`config.mk`:
```
export PLATFORM = sky130hd
export DESIGN_NAME = bht_access_scheduler_flat
export DESIGN_NICKNAME = d
export VERILOG_FILES = /design/src/rtl/bht_access_scheduler_pkg.sv /design/src/rtl/bht_access_scheduler_if.sv /design/src/rtl/bht_update_fifo.sv /design/src/rtl/bht_access_scheduler.sv /design/src/flat_wrapper.sv
export SDC_FILE = /design/constraint.sdc
export NUM_CORES = 1
export LEC_CHECK = 0
export ABC_AREA = 1
export BUFFER_PORTS_ARGS = -buffer_cell sky130_fd_sc_hd__clkbuf_2
export CAP_MARGIN = 20
export CORE_AREA = 8 8 53 88
export CTS_CLUSTER_SIZE = 12
export DETAILED_ROUTE_END_ITERATION = 8
export DIE_AREA = 0 0 61 96
export PLACE_DENSITY = 0.88
export SLEW_MARGIN = 20
export SYNTH_ARGS = -nofsm -noshare
export SYNTH_HDL_FRONTEND = slang
export SYNTH_SLANG_ARGS = --single-unit
```
`constraint.sdc`:
```
create_clock -name clk -period 4.9 [get_ports clk]
set_input_delay 0.245 -clock clk [delete_from_list [all_inputs] [get_ports clk]]
set_output_delay 0.245 -clock clk [all_outputs]
set_load 0.01 [all_outputs]
```
`src/rtl/bht_access_scheduler_pkg.sv`:
```
// Shared types and default sizing for the BHT access scheduler.
package bht_access_scheduler_pkg;

   // Default BHT index width (2^DEF_LOWER entries).
   localparam int DEF_LOWER      = 5;
   // Default depth of the pending-update queue (power of two, >= 2).
   localparam int DEF_QDEPTH     = 4;
   // Default limit on consecutive lookup grants while updates wait.
   localparam int DEF_STARVE_MAX = 3;

   // CLEAR walks every entry to strongly-not-taken; RUN arbitrates the port.
   typedef enum logic {
      ST_CLEAR = 1'b0,
      ST_RUN   = 1'b1
   } state_e;

endpackage

```
`src/rtl/bht_access_scheduler_if.sv`:
```
// Fetch/resolve/BHT-port bundle between the scheduler and its neighbours.
interface bht_access_scheduler_if #(
   parameter int LOWER = bht_access_scheduler_pkg::DEF_LOWER
);
   logic             flush_req;
   logic             lookup_valid;
   logic [LOWER-1:0] lookup_addr;
   logic             lookup_ready;
   logic             update_valid;
   logic [LOWER-1:0] update_addr;
   logic             update_taken;
   logic             update_ready;
   logic             bht_en;
   logic             bht_we;
   logic [LOWER-1:0] bht_addr;
   logic             bht_taken;
   logic             bht_clr;
   logic             pred_valid;
   logic             busy;

   // Client side: fetch, branch resolution and the BHT array.
   modport master (
      output flush_req, lookup_valid, lookup_addr,
             update_valid, update_addr, update_taken,
      input  lookup_ready, update_ready, bht_en, bht_we, bht_addr,
             bht_taken, bht_clr, pred_valid, busy
   );

   // Scheduler side.
   modport slave (
      input  flush_req, lookup_valid, lookup_addr,
             update_valid, update_addr, update_taken,
      output lookup_ready, update_ready, bht_en, bht_we, bht_addr,
             bht_taken, bht_clr, pred_valid, busy
   );
endinterface

```
`src/rtl/bht_update_fifo.sv`:
```
// Pending-update queue; each entry is {addr, taken}. Head is always visible.
module bht_update_fifo
   import bht_access_scheduler_pkg::*;
#(
   parameter int LOWER  = DEF_LOWER,
   parameter int QDEPTH = DEF_QDEPTH
) (
   input  logic           clk,
   input  logic           arst_n,
   input  logic           flush_i,
   input  logic           push_i,
   input  logic [LOWER:0] entry_i,
   input  logic           pop_i,
   output logic [LOWER:0] head_o,
   output logic           empty_o,
   output logic           full_o
);
   localparam int PW = $clog2(QDEPTH);
   localparam int CW = PW + 1;

   logic [LOWER:0]  mem_q [QDEPTH];
   logic [PW-1:0]   wr_ptr_q;
   logic [PW-1:0]   rd_ptr_q;
   logic [CW-1:0]   count_q;
   logic            do_push;
   logic            do_pop;

   assign empty_o = (count_q == '0);
   assign full_o  = (count_q == CW'(QDEPTH));
   assign do_push = push_i && !full_o;
   assign do_pop  = pop_i && !empty_o;
   assign head_o  = mem_q[rd_ptr_q];

   // Pointers wrap naturally at QDEPTH; flush discards every pending entry.
   always_ff @(posedge clk or negedge arst_n) begin
      if (!arst_n) begin
         wr_ptr_q <= '0;
         rd_ptr_q <= '0;
         count_q  <= '0;
      end else if (flush_i) begin
         wr_ptr_q <= '0;
         rd_ptr_q <= '0;
         count_q  <= '0;
      end else begin
         if (do_push) wr_ptr_q <= wr_ptr_q + PW'(1);
         if (do_pop)  rd_ptr_q <= rd_ptr_q + PW'(1);
         case ({do_push, do_pop})
            2'b10:   count_q <= count_q + CW'(1);
            2'b01:   count_q <= count_q - CW'(1);
            default: count_q <= count_q;
         endcase
      end
   end

   // Entry storage.
   // NOTE: the storage array has no reset; the count decides which slots
   // are meaningful, and leaving it unreset lets it map onto plain RAM/flops.
   always_ff @(posedge clk) begin
      if (do_push) mem_q[wr_ptr_q] <= entry_i;
   end

endmodule

```
`src/rtl/bht_access_scheduler.sv`:
```
// Single-port BHT arbiter: clear walk, then lookup-vs-update scheduling with
// a starvation limit so queued updates are eventually written.
module bht_access_scheduler
   import bht_access_scheduler_pkg::*;
#(
   parameter int LOWER      = DEF_LOWER,
   parameter int QDEPTH     = DEF_QDEPTH,
   parameter int STARVE_MAX = DEF_STARVE_MAX
) (
   input logic                   clk,
   input logic                   arst_n,
   bht_access_scheduler_if.slave bus
);
   localparam int             SW         = (STARVE_MAX < 1) ? 1 : $clog2(STARVE_MAX + 1);
   localparam logic [SW-1:0]  STARVE_LIM = SW'(STARVE_MAX);

   state_e           state_q;
   logic [LOWER-1:0] walk_q;
   logic [SW-1:0]    starve_q;
   logic             pred_q;

   logic             in_run;
   logic             q_empty;
   logic             q_full;
   logic             force_upd;
   logic             grant_lookup;
   logic             grant_update;
   logic             push;
   logic [LOWER:0]   head;

   assign in_run       = (state_q == ST_RUN);
   assign force_upd    = !q_empty && (starve_q == STARVE_LIM);
   assign grant_lookup = in_run && bus.lookup_valid && !force_upd;
   assign grant_update = in_run && !q_empty && !grant_lookup;
   // An update offered alongside a flush would be discarded anyway, so drop it.
   assign push         = bus.update_valid && bus.update_ready && !bus.flush_req;

   assign bus.lookup_ready = grant_lookup;
   assign bus.update_ready = in_run && !q_full;
   assign bus.busy         = !in_run;
   assign bus.pred_valid   = pred_q;

   bht_update_fifo #(
      .LOWER  (LOWER),
      .QDEPTH (QDEPTH)
   ) u_fifo (
      .clk     (clk),
      .arst_n  (arst_n),
      .flush_i (bus.flush_req),
      .push_i  (push),
      .entry_i ({bus.update_addr, bus.update_taken}),
      .pop_i   (grant_update),
      .head_o  (head),
      .empty_o (q_empty),
      .full_o  (q_full)
   );

   // Shared BHT port: clear writes during the walk, else the granted access.
   always_comb begin
      // NOTE: every output gets a default first so no path can infer a latch.
      bus.bht_en    = 1'b0;
      bus.bht_we    = 1'b0;
      bus.bht_clr   = 1'b0;
      bus.bht_taken = 1'b0;
      bus.bht_addr  = walk_q;
      if (!in_run) begin
         // Held off while reset is asserted so the array sees no writes then.
         bus.bht_en  = arst_n;
         bus.bht_we  = arst_n;
         bus.bht_clr = arst_n;
      end else if (grant_lookup) begin
         bus.bht_en   = 1'b1;
         bus.bht_addr = bus.lookup_addr;
      end else if (grant_update) begin
         bus.bht_en    = 1'b1;
         bus.bht_we    = 1'b1;
         bus.bht_addr  = head[LOWER:1];
         bus.bht_taken = head[0];
      end
   end

   // Mode FSM with clear walk, starvation counter and prediction-valid pipe.
   always_ff @(posedge clk or negedge arst_n) begin
      // NOTE: state uses non-blocking assignments so every register samples
      // the pre-edge values, independent of statement order.
      if (!arst_n) begin
         state_q  <= ST_CLEAR;
         walk_q   <= '0;
         starve_q <= '0;
         pred_q   <= 1'b0;
      end else begin
         // A lookup granted in the flush cycle completes, but the BHT is
         // being cleared, so its prediction is not reported.
         pred_q <= grant_lookup && !bus.flush_req;
         case (state_q)
            ST_CLEAR: begin
               starve_q <= '0;
               if (bus.flush_req) begin
                  walk_q <= '0;
               end else if (walk_q == '1) begin
                  walk_q  <= '0;
                  state_q <= ST_RUN;
               end else begin
                  walk_q <= walk_q + LOWER'(1);
               end
            end
            ST_RUN: begin
               if (bus.flush_req) begin
                  state_q  <= ST_CLEAR;
                  walk_q   <= '0;
                  starve_q <= '0;
               end else if (grant_update) begin
                  starve_q <= '0;
               end else if (grant_lookup && !q_empty && (starve_q != STARVE_LIM)) begin
                  starve_q <= starve_q + SW'(1);
               end
            end
            default: state_q <= ST_CLEAR;
         endcase
      end
   end

endmodule

```
`src/flat_wrapper.sv`:
```
// flat-port wrapper written by rule: the top's interface ports become plain ports
module bht_access_scheduler_flat import bht_access_scheduler_pkg::*;
#(
   parameter int LOWER      = DEF_LOWER,
   parameter int QDEPTH     = DEF_QDEPTH,
   parameter int STARVE_MAX = DEF_STARVE_MAX
)
  (clk, arst_n, bus_flush_req, bus_lookup_valid, bus_lookup_addr, bus_update_valid, bus_update_addr, bus_update_taken, bus_lookup_ready, bus_update_ready, bus_bht_en, bus_bht_we, bus_bht_addr, bus_bht_taken, bus_bht_clr, bus_pred_valid, bus_busy);
  bht_access_scheduler_if #(.LOWER(LOWER)) bus_i ();
  input logic clk;
  input logic arst_n;
  input wire logic [$bits(bus_i.flush_req)-1:0] bus_flush_req;
  input wire logic [$bits(bus_i.lookup_valid)-1:0] bus_lookup_valid;
  input wire logic [$bits(bus_i.lookup_addr)-1:0] bus_lookup_addr;
  input wire logic [$bits(bus_i.update_valid)-1:0] bus_update_valid;
  input wire logic [$bits(bus_i.update_addr)-1:0] bus_update_addr;
  input wire logic [$bits(bus_i.update_taken)-1:0] bus_update_taken;
  output wire logic [$bits(bus_i.lookup_ready)-1:0] bus_lookup_ready;
  output wire logic [$bits(bus_i.update_ready)-1:0] bus_update_ready;
  output wire logic [$bits(bus_i.bht_en)-1:0] bus_bht_en;
  output wire logic [$bits(bus_i.bht_we)-1:0] bus_bht_we;
  output wire logic [$bits(bus_i.bht_addr)-1:0] bus_bht_addr;
  output wire logic [$bits(bus_i.bht_taken)-1:0] bus_bht_taken;
  output wire logic [$bits(bus_i.bht_clr)-1:0] bus_bht_clr;
  output wire logic [$bits(bus_i.pred_valid)-1:0] bus_pred_valid;
  output wire logic [$bits(bus_i.busy)-1:0] bus_busy;
  assign bus_i.flush_req = bus_flush_req;
  assign bus_i.lookup_valid = bus_lookup_valid;
  assign bus_i.lookup_addr = bus_lookup_addr;
  assign bus_i.update_valid = bus_update_valid;
  assign bus_i.update_addr = bus_update_addr;
  assign bus_i.update_taken = bus_update_taken;
  assign bus_lookup_ready = bus_i.lookup_ready;
  assign bus_update_ready = bus_i.update_ready;
  assign bus_bht_en = bus_i.bht_en;
  assign bus_bht_we = bus_i.bht_we;
  assign bus_bht_addr = bus_i.bht_addr;
  assign bus_bht_taken = bus_i.bht_taken;
  assign bus_bht_clr = bus_i.bht_clr;
  assign bus_pred_valid = bus_i.pred_valid;
  assign bus_busy = bus_i.busy;
  bht_access_scheduler #(.LOWER(LOWER), .QDEPTH(QDEPTH), .STARVE_MAX(STARVE_MAX)) u_core (.clk(clk), .arst_n(arst_n), .bus(bus_i));
endmodule
```
==> metrics.yaml <==
status: "finished clean"
min_period_ns: 2.17
muxShareOfSynthArea: 0
synth_warnings: 0
cellPowerDensity_nw_per_um2: 263
p_sw_uw: 125
drt_wl_total_mm: 3.85
seqPwrFrac: 0.611
fin_skew_ns: 0.00816
drc: 0
pin_count: 29
synthXorXnorAreaFrac: 0.0132
synthDominantCellAreaShare: 0.362
crit_fanout: 12
worstSetupEndpointType: "flop"
worst_slew_pin_slew_ns: 0.610
rows: 29
clock_latency_ns: 0.29
grtUsageTotal: 0.153
antenna_cells_inserted: 0
regToRegStartpoint: "u_core.in_run$_DFF_PN0_"
multiInputGateArea_um2: 756
die_area_um2: 5860
synth_seq_cells: 40
r2r_slack_ns: 2.73
avgSynthCellArea_um2: 9.84
yosys.area_share.adder: 0.0541
netlist_instances: 202
crit_type: "flop to flop"
synth_compound_area_frac: 0.0931
crit_arrival_ns: 2.35
start_util: 0.565
min_from: "bus_update_addr[0]"
async_flop_share: 0.400
numClockSinks: 40
clk_pin_slew_worst_paths_ns: 0.08
die_h_um: 96
synth_top_family_by_area: "simple AND/OR/NAND/NOR gates"
post-route-period-util: 0.442
grt_antenna_before_repair: 0
ys_seq_area_frac: 0.564
cts-buffers-inserted: 5
p_leak_nw: 0.995
hold_viol: 0
cts_tree: "yes"
dp_hpwl_mm: 3.07
die_x_um: 61
drt-vias-per-instance: 5.26
internal_power_uw: 467
drtIter0Drc: 60
synth_edf_count: 24
synth-main-ff-cell: "edfxtp_1"
regArea_um2: 1120
post_cts_buffers: 0
fin_tns_setup_ns: 0
grt_max_degree: 18
ys_types: 29
fin_nets: 258
gp_congestion: 0.854
yosys.area_share.simple: 0.220
p_comb_frac: 0.047
grt_setup_unrepaired: "no"
max_freq_mhz: 461
switching_share: 0.211
coreArea_um2: 3520
fillers: 308
grt_pass1_wl_mm: 6.69
cp-start-kind: "flop"
cts-htree-levels: 2
cp.required_ns: 5.08
grt_pass1_vias: 1533
synth_area_um2: 1990
slew_violations: 0
hold_path.class: "primary input to flop"
synth_nets: 226
p_clk_frac: 0.342
cap_violations: 0
via_count: 1478
yosysMostFrequentCell: "nand2_1"
layout-drive-gt1-share: 0.230
numPortBuffers: 28
antenna_left: 0
worstSetupStartpoint: "u_core.in_run$_DFF_PN0_"
wire_per_inst_um: 13.7
ys_top_cells_by_count: "nand2_1, edfxtp_1, nor2_1"
grt_overflow: 0
fin_hold_ws_ns: 0.177
area_growth_syn_to_layout_pct: 13.2
synth_top_cell_by_area: "edfxtp_1"
setup-violations-final: 0
synth.area.top_cells: "edfxtp_1, dfrtp_1, nand2_1, nor2_1, ha_1"
irDropWorstVdd_mv: 0.255
slew_headroom: 0.592
dr.pass1.iters: 4
clk_path_buf_depth: 2
cts_root_buf: "clkbuf_8"
metrics by stage:
step	worst slack [ns]	util	area, um^2	power [mW]	instances
after floorplan	3.03	-	1990	0.380	202
after global routing	2.55	0.639	2250	0.614	281
after detailed placement	2.78	0.613	2160	0.396	272
final	2.73	0.639	2250	0.592	281
after CTS	2.76	0.639	2250	0.597	281
after global placement	2.90	0.613	2160	0.396	272
logic make-up (layout without fill, tap and decap cells):
group	Yosys count	in the layout
adder cells (fa/ha/maj)	8	8
XOR/XNOR	3	3
AO/OA/AOI/OAI	32	32
flip-flops	40	40
buffers and inverters	26	59
AND/OR/NAND/NOR	93	93
layout make-up:
| cell class | instances | area share |
|---|---|---|
| clock buffer | 5 | 0.0306 |
| clock inverter | 3 | 0.00612 |
| inverter | 22 | 0.0367 |
| multi-input combinational | 136 | 0.336 |
| sequential | 40 | 0.498 |
| tap | 46 | 0.0256 |
| timing repair buffer | 29 | 0.0667 |
critical path, stage by stage, from the launching register on:
cell	delay, ns
dfrtp_1	0.57
inv_2	0.14
nor2_8	0.17
nand2_4	0.06
nor2_4	0.15
nor2_2	0.07
fa_1	0.37
xnor2_1	0.21
inv_1	0.08
nand2_1	0.07
nand2_1	0.05
nand2_1	0.06
nand2_1	0.06
repair_timing:
item | 4_1_cts | 5_1_grt
resized for setup | 0 | 0
hold endpoints to repair | 16 | 0
hold buffers | 1 | 0
placed cells by master, fill, tap and decap left out, drive strengths merged:
cell type / instances
a21oi: 8
a22o: 2
a32o: 1
clkbuf: 33
clkinv: 3
dfrtp: 16
dlygate4sd3: 1
edfxtp: 24
fa: 1
ha: 7
inv: 22
nand2: 48
nand3: 12
nor2: 29
nor3: 3
o21ai: 17
o22ai: 4
or2: 1
xnor2: 1
xor2: 2
per-layer routing:
layer / track usage / up-vias / wire, um
met1: 0.155 / 694 / 1430
met4: 0.0881 / 0 / 125
met3: 0.0201 / 12 / 151
li1: - / 735 / -
met2: 0.283 / 37 / 2140
met5: 0 / - / 0
state kept, by name (all words and copies together) (netlist names):
| register | cells |
|---|---|
| u_core.u_fifo.count_q | 3 |
| u_core.u_fifo.rd_ptr_q | 2 |
| u_core.walk_q | 5 |
| u_core.in_run | 1 |
| u_core.u_fifo.wr_ptr_q | 2 |
| u_core.starve_q | 2 |
| u_core.u_fifo.mem_q | 24 |
| u_core.bus.pred_valid | 1 |
path summary, 6_finish.rpt:
path | to | cells after the start
max | u_core.u_fifo.count_q[2]$_DFFE_PN0P_ | 12
min | u_core.u_fifo.mem_q[0][1]$_DFFE_PP_ | 1
max reg2reg | u_core.u_fifo.count_q[2]$_DFFE_PN0P_ | 12
min reg2reg | u_core.starve_q[1]$_DFFE_PN0P_ | 2
max in group asynchronous | u_core.walk_q[1]$_DFFE_PN0P_ | 2
min in group asynchronous | u_core.u_fifo.count_q[0]$_DFFE_PN0P_ | 2
power groups by stage:
stage          Combinational [mW]  Clock (mW)  Sequential (mW)
4_1_cts                    0.0282       0.207            0.362
3_5_place_dp               0.0274           0            0.369
6_report                   0.0278       0.203            0.362
3_3_place_gp               0.0268           0            0.369
2_1_floorplan              0.0120           0            0.368
5_1_grt                    0.0314       0.220            0.362
No activity file was read; power rests on OpenSTA's default activity.
